File: config.mk
export PLATFORM = sky130hd
export DESIGN_NAME = ex_issue_stage
export DESIGN_NICKNAME = d
export VERILOG_FILES = /design/src/rtl/ex_issue_stage_pkg.sv /design/src/rtl/ex_issue_stage_fwd_mux.sv /design/src/rtl/ex_issue_stage.sv
export SDC_FILE = /design/constraint.sdc
export NUM_CORES = 1
export LEC_CHECK = 0
export ABC_AREA = 1
export CAP_MARGIN = 20
export CORE_AREA = 2 2 222 224
export DETAILED_ROUTE_END_ITERATION = 16
export DIE_AREA = 0 0 224 226
export GPL_ROUTABILITY_DRIVEN = 0
export PLACE_DENSITY = 0.52
export SYNTH_ARGS = -nofsm -noshare
export SYNTH_HDL_FRONTEND = slang
export SYNTH_SLANG_ARGS = --single-unit
export TNS_END_PERCENT = 1
File: constraint.sdc
create_clock -name clk -period 7.4 [get_ports clk]
set_clock_uncertainty 0.1 [all_clocks]
set_input_delay 2.22 -clock clk [delete_from_list [all_inputs] [get_ports clk]]
set_output_delay 2.22 -clock clk [all_outputs]
set_load 0.05 [all_outputs]
File: src/rtl/ex_issue_stage_pkg.sv
// Shared encodings for the EX issue stage: ALU op codes, aluop classes,
// instruction opcodes and the zero-register index.
package ex_issue_stage_pkg;

  typedef enum logic [3:0] {
    ALU_AND   = 4'b0000,
    ALU_ORR   = 4'b0001,
    ALU_ADD   = 4'b0010,
    ALU_SUB   = 4'b0110,
    ALU_PASSB = 4'b0111,
    ALU_NOR   = 4'b1100
  } alu_op_e;

  typedef enum logic [1:0] {
    ALUOP_MEM   = 2'b00,
    ALUOP_CBZ   = 2'b01,
    ALUOP_RTYPE = 2'b10,
    ALUOP_ITYPE = 2'b11
  } aluop_e;

  localparam logic [10:0] OPC_ADD = 11'b10001011000;
  localparam logic [10:0] OPC_SUB = 11'b11001011000;
  localparam logic [10:0] OPC_AND = 11'b10001010000;
  localparam logic [10:0] OPC_ORR = 11'b10101010000;

  // I-type opcodes are 10 bits wide; instruction bit 21 is part of the immediate.
  localparam logic [9:0] OPC_ADDI = 10'b1001000100;
  localparam logic [9:0] OPC_SUBI = 10'b1101000100;
  localparam logic [9:0] OPC_ANDI = 10'b1001001000;
  localparam logic [9:0] OPC_ORRI = 10'b1011001000;

  localparam int unsigned XZR = 31;

  typedef struct packed {
    logic    illegal;
    alu_op_e op;
  } op_dec_t;

endpackage

File: src/rtl/ex_issue_stage_fwd_mux.sv
// Operand forwarding select for one source register: EX/MEM beats MEM/WB,
// which beats the latched register-file value; XZR is never forwarded.
module fwd_mux
  import ex_issue_stage_pkg::*;
#(
  parameter int N  = 64,
  parameter int RW = 5
) (
  input  logic [RW-1:0] src_idx,
  input  logic [N-1:0]  src_data,
  input  logic          mem_regwrite,
  input  logic [RW-1:0] mem_rd,
  input  logic [N-1:0]  mem_result,
  input  logic          wb_regwrite,
  input  logic [RW-1:0] wb_rd,
  input  logic [N-1:0]  wb_result,
  output logic [N-1:0]  fwd_data
);

  localparam logic [RW-1:0] XZR_IDX = RW'(XZR);

  logic not_xzr;
  assign not_xzr = (src_idx != XZR_IDX);

  always_comb begin
    fwd_data = src_data;
    if (mem_regwrite && (mem_rd == src_idx) && not_xzr) begin
      fwd_data = mem_result;
    end else if (wb_regwrite && (wb_rd == src_idx) && not_xzr) begin
      fwd_data = wb_result;
    end
  end

endmodule

File: src/rtl/ex_issue_stage.sv
// ID/EX pipeline register with ALU op decode, operand forwarding into the ALU
// and the load-use stall request.
module ex_issue_stage
  import ex_issue_stage_pkg::*;
#(
  parameter int N  = 64,
  parameter int RW = 5
) (
  input  logic          clk,
  input  logic          rst_n,
  input  logic          id_valid,
  input  logic          id_stall,
  input  logic          id_flush,
  input  logic [RW-1:0] id_rs1,
  input  logic [RW-1:0] id_rs2,
  input  logic [RW-1:0] id_rd,
  input  logic [N-1:0]  id_rdata1,
  input  logic [N-1:0]  id_rdata2,
  input  logic [N-1:0]  id_imm,
  input  logic          id_alusrc,
  input  logic [1:0]    id_aluop,
  input  logic [10:0]   id_opcode,
  input  logic          id_memread,
  input  logic          id_memwrite,
  input  logic          id_regwrite,
  input  logic          mem_regwrite,
  input  logic [RW-1:0] mem_rd,
  input  logic [N-1:0]  mem_result,
  input  logic          wb_regwrite,
  input  logic [RW-1:0] wb_rd,
  input  logic [N-1:0]  wb_result,
  output logic          ex_valid,
  output logic [N-1:0]  alu_a,
  output logic [N-1:0]  alu_b,
  output logic [3:0]    alu_op,
  output logic [N-1:0]  ex_store_data,
  output logic [RW-1:0] ex_rd,
  output logic          ex_memread,
  output logic          ex_memwrite,
  output logic          ex_regwrite,
  output logic          ex_illegal,
  output logic          stall_req
);

  localparam logic [RW-1:0] XZR_IDX = RW'(XZR);

  function automatic op_dec_t decode_op(input logic [1:0] aluop, input logic [10:0] opcode);
    op_dec_t d;
    d.illegal = 1'b0;
    d.op      = ALU_ADD;
    case (aluop)
      ALUOP_MEM: d.op = ALU_ADD;
      ALUOP_CBZ: d.op = ALU_PASSB;
      ALUOP_RTYPE: begin
        case (opcode)
          OPC_ADD: d.op = ALU_ADD;
          OPC_SUB: d.op = ALU_SUB;
          OPC_AND: d.op = ALU_AND;
          OPC_ORR: d.op = ALU_ORR;
          default: d.illegal = 1'b1;
        endcase
      end
      default: begin
        case (opcode[10:1])
          OPC_ADDI: d.op = ALU_ADD;
          OPC_SUBI: d.op = ALU_SUB;
          OPC_ANDI: d.op = ALU_AND;
          OPC_ORRI: d.op = ALU_ORR;
          default:  d.illegal = 1'b1;
        endcase
      end
    endcase
    return d;
  endfunction

  op_dec_t id_dec;
  assign id_dec = decode_op(id_aluop, id_opcode);

  logic          vld_p1;
  logic [RW-1:0] rs1_p1;
  logic [RW-1:0] rs2_p1;
  logic [RW-1:0] rd_p1;
  logic [N-1:0]  rdata1_p1;
  logic [N-1:0]  rdata2_p1;
  logic [N-1:0]  imm_p1;
  logic          alusrc_p1;
  alu_op_e       op_p1;
  logic          memread_p1;
  logic          memwrite_p1;
  logic          regwrite_p1;
  logic          illegal_p1;

  // ---- ID -> EX boundary ----
  always_ff @(posedge clk) begin
    if (!rst_n) begin
      vld_p1      <= 1'b0;
      memread_p1  <= 1'b0;
      memwrite_p1 <= 1'b0;
      regwrite_p1 <= 1'b0;
      illegal_p1  <= 1'b0;
      op_p1       <= ALU_ADD;
      rd_p1       <= '0;
      rs1_p1      <= '0;
      rs2_p1      <= '0;
      rdata1_p1   <= '0;
      rdata2_p1   <= '0;
      imm_p1      <= '0;
      alusrc_p1   <= 1'b0;
    end else if (id_flush) begin
      // Bubble: park sources on XZR so nothing can be forwarded into it.
      vld_p1      <= 1'b0;
      memread_p1  <= 1'b0;
      memwrite_p1 <= 1'b0;
      regwrite_p1 <= 1'b0;
      illegal_p1  <= 1'b0;
      op_p1       <= ALU_ADD;
      rd_p1       <= '0;
      rs1_p1      <= XZR_IDX;
      rs2_p1      <= XZR_IDX;
      rdata1_p1   <= '0;
      rdata2_p1   <= '0;
      imm_p1      <= '0;
      alusrc_p1   <= 1'b0;
    end else if (!id_stall) begin
      vld_p1      <= id_valid;
      memread_p1  <= id_memread & id_valid;
      memwrite_p1 <= id_memwrite & id_valid;
      regwrite_p1 <= id_regwrite & id_valid;
      illegal_p1  <= id_dec.illegal & id_valid;
      op_p1       <= id_dec.op;
      rd_p1       <= id_rd;
      rs1_p1      <= id_rs1;
      rs2_p1      <= id_rs2;
      rdata1_p1   <= id_rdata1;
      rdata2_p1   <= id_rdata2;
      imm_p1      <= id_imm;
      alusrc_p1   <= id_alusrc;
    end
  end

  logic [N-1:0] fwd1;
  logic [N-1:0] fwd2;

  fwd_mux #(.N(N), .RW(RW)) u_fwd_rs1 (
    .src_idx      (rs1_p1),
    .src_data     (rdata1_p1),
    .mem_regwrite (mem_regwrite),
    .mem_rd       (mem_rd),
    .mem_result   (mem_result),
    .wb_regwrite  (wb_regwrite),
    .wb_rd        (wb_rd),
    .wb_result    (wb_result),
    .fwd_data     (fwd1)
  );

  fwd_mux #(.N(N), .RW(RW)) u_fwd_rs2 (
    .src_idx      (rs2_p1),
    .src_data     (rdata2_p1),
    .mem_regwrite (mem_regwrite),
    .mem_rd       (mem_rd),
    .mem_result   (mem_result),
    .wb_regwrite  (wb_regwrite),
    .wb_rd        (wb_rd),
    .wb_result    (wb_result),
    .fwd_data     (fwd2)
  );

  assign alu_a         = fwd1;
  assign alu_b         = alusrc_p1 ? imm_p1 : fwd2;
  assign ex_store_data = fwd2;
  assign alu_op        = op_p1;
  assign ex_valid      = vld_p1;
  assign ex_rd         = rd_p1;
  assign ex_memread    = memread_p1;
  assign ex_memwrite   = memwrite_p1;
  assign ex_regwrite   = regwrite_p1;
  assign ex_illegal    = illegal_p1;

  // A load in EX feeding an ID source cannot be forwarded in time; rs2 only
  // matters when it actually reaches the ALU.
  assign stall_req = vld_p1 & memread_p1 & (rd_p1 != XZR_IDX) & id_valid &
                     ((rd_p1 == id_rs1) | ((rd_p1 == id_rs2) & ~id_alusrc));

endmodule

# ---- After elaboration in Yosys (flattened, before gate mapping)
# Cells that the tools add are included.
dict set report word_totals {
  output_inout_bits 207
  inputBits 369
  regBits 217
  elab_cells 73
}
dict set report op_classes {
  mux 15
  bitwise 12
  reduce_logical 13
  n_eq_ne 20
}
# operator n
set op_table {}
lappend op_table {{$mux 64} 5}
lappend op_table {{$eq 11x11->1 const B} 4}
lappend op_table {{$eq 10x10->1 const B} 4}
lappend op_table {{$eq 5x5->1} 6}
lappend op_table {{$mux 5} 4}
lappend op_table {{$pmux 3 s3} 2}
lappend op_table {{$ne 5x5->1 const B} 3}
lappend op_table {{$pmux 4 s3} 1}
lappend op_table {{$and 1x1->1} 9}
lappend op_table {{$logic_and 1x1->1} 8}
lappend op_table {{$reduce_or 4->1} 2}
lappend op_table {{$reduce_or 2->1} 2}
lappend op_table {{$eq 2x1->1 const B} 1}
lappend op_table {{$eq 2x2->1 const B} 1}
lappend op_table {{$logic_not 2->1} 1}
lappend op_table {{$mux 1} 2}
lappend op_table {{$ne 2x1->1 const B} 1}
lappend op_table {{$not 1->1} 2}
lappend op_table {{$pmux 1 s2} 1}
lappend op_table {{$or 1x1->1} 1}

# ---- Depth between registers and ports, before layout
# Gate-level depths: netlist (run 1).
dict set report logic_depth {
  depth_word 6
  depth_mapped 11
  mapped_depth_nobuf 10
}

# ---- Cells and area by module
# A second synthesis (run 1) with hierarchy kept.
dict set report unflattened {
  cells_unflattened 2178
  area_unflattened_um2 14287.5
}
# mod instances area_per_inst_um2 cells_each
set modules_own_cells {}
lappend modules_own_cells {ex_issue_stage 1 9307.7 1090}
lappend modules_own_cells {fwd_mux 2 2489.9 544}

# ---- Worst setup path after synthesis (run 1)
# Ideal clock, no wire load.
dict set report synth_path {
  path_type {input port to output port}
  startpoint {input wb_rd[0]}
  endpoint {output alu_a[10]}
  required_time_ns 5.080
  n_path_buf 2
  path_slack_ns 1.601
  path_stages 9
  arrival_ns 3.479
  cell_sequence {inv_1 -> or2_2 -> o211ai_1 -> nor2_1 -> buf_2 -> buf_2 -> nand3b_1 -> nand3_1 -> nand2_1}
}
dict set report synth_via {
  elab_chain_cells 5
}
# element line_no
set synth_lines {}
lappend synth_lines {{start: declaration} ex_issue_stage.sv:30} ;# input logic [RW-1:0] wb_rd,
lappend synth_lines {{$eq 5x5->1} ex_issue_stage_fwd_mux.sv:29} ;# end else if (wb_regwrite && (wb_rd == src_idx) && not_xzr) begin
lappend synth_lines {{$logic_and 1x1->1 (2 in series)} ex_issue_stage_fwd_mux.sv:29}
lappend synth_lines {{$mux 64} ex_issue_stage_fwd_mux.sv:29}
lappend synth_lines {{$mux 64} ex_issue_stage_fwd_mux.sv:27} ;# if (mem_regwrite && (mem_rd == src_idx) && not_xzr) begin
lappend synth_lines {{end: declaration} ex_issue_stage.sv:33} ;# output logic [N-1:0] alu_a,
# Every way passes these cells.

# ---- Worst setup path after layout (run 1)
dict set report layout_path {
  startpoint {input mem_rd[1]}
  endpoint {output ex_store_data[21]}
}
dict set report layout_via {
  elab_chain_cells 4
}
# element line_no
set layout_lines {}
lappend layout_lines {{start: declaration} ex_issue_stage.sv:27} ;# input logic [RW-1:0] mem_rd,
lappend layout_lines {{$eq 5x5->1} ex_issue_stage_fwd_mux.sv:27}
lappend layout_lines {{$logic_and 1x1->1 (2 in series)} ex_issue_stage_fwd_mux.sv:27}
lappend layout_lines {{$mux 64} ex_issue_stage_fwd_mux.sv:27}
lappend layout_lines {{end: declaration} ex_issue_stage.sv:36} ;# output logic [N-1:0] ex_store_data,
# Every way passes these cells.

==> results of run 1 <==
## report_power, final
group          switching, mW  internal (mW)  leakage, nW
clock network          0.579          0.879        0.487
registers             0.0288           1.21         1.77
logic                  0.678          0.543         6.81
total                   1.29           2.63         9.06
## sequential cells by signal, indices dropped and copies added, names as in the netlist, 3 cells and up
name	count
imm_p1	64
rs2_p1	5
rs1_p1	5
alu_op	3
ex_rd	5
rdata2_p1	64
rdata1_p1	64
## cell families after synthesis
kind of cell           share of synthesized area
flip-flops                                 0.336
XOR/XNOR                                 0.00544
AND/OR/NAND/NOR                            0.442
AO/OA/AOI/OAI                              0.122
buffers and inverters                     0.0939
other                                   0.000291
## layer usage
metal  global-route usage  share of wire
met5                    0         0.0016
met4               0.0867          0.033
met3               0.0749          0.090
met2                0.435           0.47
met1                0.304           0.40
## through the flow
stage / utilization / cell area (um^2)
after floorplan: - / 12900
after global placement: 0.432 / 20900
after detailed placement: 0.432 / 20900
after CTS: 0.453 / 21900
after global routing: 0.453 / 21900
final: 0.453 / 21900
## cells in the mapped netlist (3+ instances only)
cell      instances
a21oi_1         224
and2_1           66
buf_1            12
buf_2            61
buf_4            10
buf_6            12
clkbuf_1         68
dfxtp_1         216
inv_1           102
inv_2             3
nand2_1         648
nand3_1         328
nand3_2           3
nand3b_1        129
nand4_1           6
nor2_1           28
nor2_4            3
nor3_1            3
o21ai_0          81
xnor2_1           4
xor2_1            4
## critical path: cells and delay by family
family                 cells  cell delay (ns)
and+or+nand+nor            6             0.82
buffers and inverters      3             1.41
## area by class of cell
cell class	instances	area share
clock inverter	10	0.00406
timing repair buffer	598	0.364
inverter	105	0.0182
antenna	10	0.00114
tap	622	0.0355
sequential	216	0.198
multi-input combinational	1539	0.339
clock buffer	43	0.0415
## worst paths after layout
path,cells after the start,end,startpoint,slack (ns)
max,9,ex_store_data[21],mem_rd[1],0.55
min,2,rdata1_p1[17]$_SDFFE_PP0N_,rdata1_p1[17]$_SDFFE_PP0N_,0.35
max reg2reg,2,alusrc_p1$_SDFFE_PP0N_,alusrc_p1$_SDFFE_PP0N_,5.28
min reg2reg,2,rdata1_p1[17]$_SDFFE_PP0N_,rdata1_p1[17]$_SDFFE_PP0N_,0.35
## placed cells by master, fill, tap and decap left out, types with 4 or more instances in the layout
master / count
a21oi_1: 224
and2_1: 64
buf_12: 201
buf_4: 15
clkbuf_16: 29
clkbuf_8: 14
clkdlybuf4s50_1: 381
clkinv_2: 4
clkinvlp_4: 4
dfxtp_1: 215
diode_2: 10
inv_1: 99
inv_2: 4
nand2_1: 647
nand3_1: 328
nand3b_1: 129
nand4_1: 6
nor2_1: 25
nor2_4: 7
o21ai_0: 81
xnor2_1: 4
xor2_1: 4
==> flow_metrics.env, run 1 <==
export IMPL_synth_edf_count=0
export IMPL_crit_top_cell="nand3_1"
export IMPL_drt_total_wl_um=67300
export IMPL_finalPower_mw=3.91
export IMPL_syn2layout_area_growth_pct=70.0
export IMPL_grt_usage=0.255
export IMPL_cp_data_required_time_ns=5.08
export IMPL_crit_slowest_cell="buf_4"
export IMPL_fp_row_count=81
export IMPL_fin_crit_ns=6.85
export IMPL_p_leak_nw=9.06
export IMPL_timing_final_ws_setup_ns=0.551
export IMPL_post_cts_resized=0
export IMPL_setup_violations=0
export IMPL_syn_area_mm2=0.0129
export IMPL_die_area_mm2=0.0506
export IMPL_synth_seq_area_share=0.336
export IMPL_yosys_area_top_type="dfxtp_1"
export IMPL_dp_hpwl_um=46600
export IMPL_start_util=0.267
export IMPL_synth_nets=2392
export IMPL_synth_avg_cell_area_um2=6.37
export IMPL_syn_inst=2023
export IMPL_whs_ns=0.353
export IMPL_finalMaxSlewViolations=0
export IMPL_slew_limit_headroom=0.291
export IMPL_die_x_um=224
export IMPL_slowest_delay_ns=0.74
export IMPL_hold_viol=0
export IMPL_nFillCells=4849
export IMPL_synthArstFlopShare=0
export IMPL_nets=2858
export IMPL_synthFlopType="dfxtp_1"
export IMPL_htreeDepth=1
export IMPL_hp_class="reg -> reg"
export IMPL_outcome="complete, no violations"
export IMPL_drive_gt1_frac=0.117
export IMPL_ant_nets=0
export IMPL_cts_root_buffer="clkbuf_16"
export IMPL_cts_tree="done"
export IMPL_clk_pin_slew_worst_paths_ns=0.06
export IMPL_route_detailed_drc=0
export IMPL_clock_latency_ns=0.56
export IMPL_grt_pass1_vias=15665
export IMPL_critPathKind="in -> out"
export IMPL_startpoint_type="primary input"
export IMPL_crit_fanout=64
export IMPL_ys_seq_elements=216
export IMPL_finalSetupTns_ns=0
export IMPL_maxCapViolCount=0
export IMPL_crit_chain="clkdlybuf4s50_1 > nand2_1 > nand3_1 > nor2_4 > nand3_4 > buf_4 > nand3_1 > and2_1 > buf_12"
export IMPL_yosys_warnings=0
export IMPL_fmax_mhz=146
export IMPL_wl_per_cell_um=21.4
export IMPL_max_vdd_ir_drop_uv=149
export IMPL_finalCritPeriodShare=0.926
export IMPL_dp_slack_ns=0.600
export IMPL_clockBufferDepth=3
export IMPL_ys_top_cells_by_area="dfxtp_1, nand2_1, nand3_1, a21oi_1, nand3b_1"
export IMPL_multi_input_area_mm2=0.00742
export IMPL_cts_sinks=216
export IMPL_post_place_cells=3080
export IMPL_arrival_ns=4.53
export IMPL_io_buffers=574
export IMPL_grt_max_degree=150
export IMPL_io_pin_count=576
export IMPL_antenna_found_initial=20
export IMPL_cts_inserted_buffers=29
export IMPL_yosys_area_top_type_share=0.336
export IMPL_cts_setup_buffers=0
export IMPL_seq_area_mm2=0.00433
export IMPL_fp_dieH_um=226
export IMPL_synth_distinct_cells=30
export IMPL_power_density_mw_per_mm2=179
export IMPL_core_area_mm2=0.0483
export IMPL_cts_hold_buffers=0
export IMPL_end_kind="output pin"
export IMPL_grt_overflow=0
export IMPL_drtIter0Drc=1286
export IMPL_rsz0062_at_grt="no"
export IMPL_vias_per_cell=5.09
export IMPL_worstMarginPinSlew_ns=1.06
export IMPL_stdcell_count=3143
export IMPL_vias=15993
export IMPL_drt_first_pass_iters=8
export IMPL_grt_pass1_wl_um=98300
No activity file was read; power rests on OpenSTA's default activity.
==> run 2: changes to the inputs <==
--- a/config.mk
+++ b/config.mk
@@ -11,7 +11,7 @@
 export DETAILED_ROUTE_END_ITERATION = 16
 export DIE_AREA = 0 0 224 226
 export GPL_ROUTABILITY_DRIVEN = 0
-export PLACE_DENSITY = 0.52
+export PLACE_DENSITY = 0.54
 export SYNTH_ARGS = -nofsm -noshare
 export SYNTH_HDL_FRONTEND = slang
 export SYNTH_SLANG_ARGS = --single-unit
==> flow_metrics.env, run 2 (synthesis results as in run 1) <==
export IMPL_io_buffers=574
export IMPL_drt_total_wl_um=67600
export IMPL_cts_inserted_buffers=28
export IMPL_rsz0062_at_grt="no"
export IMPL_finalCritPeriodShare=0.939
export IMPL_power_density_mw_per_mm2=175
export IMPL_cts_sinks=216
export IMPL_end_kind="output pin"
export IMPL_fp_row_count=81
export IMPL_crit_chain="clkdlybuf4s50_1 > nand2_1 > nand3_1 > nor2_4 > nand3_4 > buf_4 > nand3_1 > and2_1 > buf_12"
export IMPL_hold_viol=0
export IMPL_htreeDepth=1
export IMPL_fin_crit_ns=6.95
export IMPL_startpoint="mem_rd[0]"
export IMPL_vias=15994
export IMPL_die_x_um=224
export IMPL_crit_family="buffers and inverters"
export IMPL_p_leak_nw=9.06
export IMPL_min_from="rdata1_p1[54]$_SDFFE_PP0N_"
export IMPL_drt_first_pass_iters=8
export IMPL_seq_area_mm2=0.00433
export IMPL_nets=2862
export IMPL_drive_gt1_frac=0.115
export IMPL_die_area_mm2=0.0506
export IMPL_critPathKind="in -> out"
export IMPL_nFillCells=4934
export IMPL_grt_overflow=0
export IMPL_post_cts_resized=0
export IMPL_clock_latency_ns=0.56
export IMPL_grt_max_degree=79
export IMPL_layout_cells_most_common="nand2_1"
export IMPL_crit_buf_inv=3
export IMPL_fmax_mhz=144
export IMPL_io_pin_count=576
export IMPL_cts_hold_buffers=0
export IMPL_crit_slowest_cell="buf_4"
export IMPL_worstMarginPinSlew_ns=0.996
export IMPL_syn2layout_area_growth_pct=69.6
export IMPL_start_util=0.267
export IMPL_grt_pass1_vias=15334
export IMPL_cts_tree="done"
export IMPL_multi_input_area_mm2=0.00742
export IMPL_startpoint_type="primary input"
export IMPL_drtIter0Drc=1259
export IMPL_largestRegisters="imm_p1: 64 flops, rdata1_p1: 64 flops, rdata2_p1: 64 flops"
export IMPL_maxCapViolCount=0
export IMPL_clk_pin_slew_worst_paths_ns=0.06
export IMPL_placed_area_mm2=0.0209
export IMPL_max_vdd_ir_drop_uv=151
export IMPL_slowest_delay_ns=0.72
export IMPL_crit_fanout=64
export IMPL_finalSetupTns_ns=0
export IMPL_route_detailed_drc=0
export IMPL_ant_nets=0
export IMPL_dp_hpwl_um=46800
export IMPL_clockBufferDepth=3
export IMPL_arrival_ns=4.63
export IMPL_core_area_mm2=0.0483
export IMPL_slew_limit_headroom=0.336
export IMPL_antenna_found_initial=13
export IMPL_wl_per_cell_um=21.5
export IMPL_vias_per_cell=5.09
export IMPL_cp_data_required_time_ns=5.08
export IMPL_rr_startpoint="alusrc_p1$_SDFFE_PP0N_"
export IMPL_setup_violations=0
export IMPL_hp_class="reg -> reg"
export IMPL_cts_root_buffer="clkbuf_16"
export IMPL_grt_usage=0.254
export IMPL_grt_pass1_wl_um=97800
export IMPL_cts_setup_buffers=0
export IMPL_mostFrequentLayoutCells="nand2_1, clkdlybuf4s50_1, nand3_1, a21oi_1, dfxtp_1"
export IMPL_fp_dieH_um=226
export IMPL_finalMaxSlewViolations=0
export IMPL_fin_area_mm2=0.0219
export IMPL_crit_top_cell="nand3_1"
export IMPL_outcome="complete, no violations"
## run 2: cell types whose count changed in the layout (fill, tap and decap cells not counted), sizes merged
cell      previous run  this run
buf                216       221
clkbuf              44        41
clkinv               4         7
clkinvlp             4         0
diode               10         7
inv                106       105
## run 2: area by class of cell
class / instances / share of cell area
diodes: 7 / 0.000801
clock buffers: 40 / 0.0383
clock inverters: 8 / 0.00315
inverters: 105 / 0.0183
multi-input cells: 1539 / 0.339
flip-flops and latches: 216 / 0.198
well taps: 622 / 0.0356
repair buffers: 603 / 0.367
## run 2: final timing paths
check	slack, ns	end	cells after the start
max reg2reg	5.51	alusrc_p1$_SDFFE_PP0N_	2
max	0.45	ex_store_data[38]	9
min reg2reg	0.36	rdata1_p1[54]$_SDFFE_PP0N_	2
min	0.36	rdata1_p1[54]$_SDFFE_PP0N_	2
## run 2: worst reg2reg max path: stages, from the launching register on
cell      delay [ns]
dfxtp_4         0.70
clkinv_2        0.67
a21oi_1         0.34
## run 2: metal layers
metal  track usage  up-vias  share of wire
li1              -     7596              -
met1         0.297     7452           0.39
met2         0.433      796           0.47
met3        0.0840      142           0.10
met4        0.0908        8          0.038
met5             0        -        0.00078
## run 2: per-stage QoR
step	util	power (mW)	instances	setup slack (ns)	hold WS (ns)
after detailed placement	0.433	2.49	3085	0.515	0.349
final	0.452	3.83	3140	0.448	0.355
after global routing	0.452	3.97	3139	0.376	0.367
after CTS	0.452	3.87	3133	0.522	0.358
after global placement	0.433	2.48	3085	0.512	0.343
after floorplan	-	1.81	2023	1.60	0.330
## run 2: power by group
group / internal (mW) / leakage (nW) / total [mW] / switching [mW]
registers: 1.21 / 1.77 / 1.23 / 0.0253
logic: 0.546 / 6.84 / 1.23 / 0.686
clock network: 0.812 / 0.455 / 1.37 / 0.555
==> run 3: changes to the inputs <==
--- a/config.mk
+++ b/config.mk
@@ -12,6 +12,7 @@
 export DIE_AREA = 0 0 224 226
 export GPL_ROUTABILITY_DRIVEN = 0
 export PLACE_DENSITY = 0.54
+export SETUP_SLACK_MARGIN = 0.15
 export SYNTH_ARGS = -nofsm -noshare
 export SYNTH_HDL_FRONTEND = slang
 export SYNTH_SLANG_ARGS = --single-unit
==> results of run 3 <==
The final DEF is identical to that of run 2; final timing and power are the same.
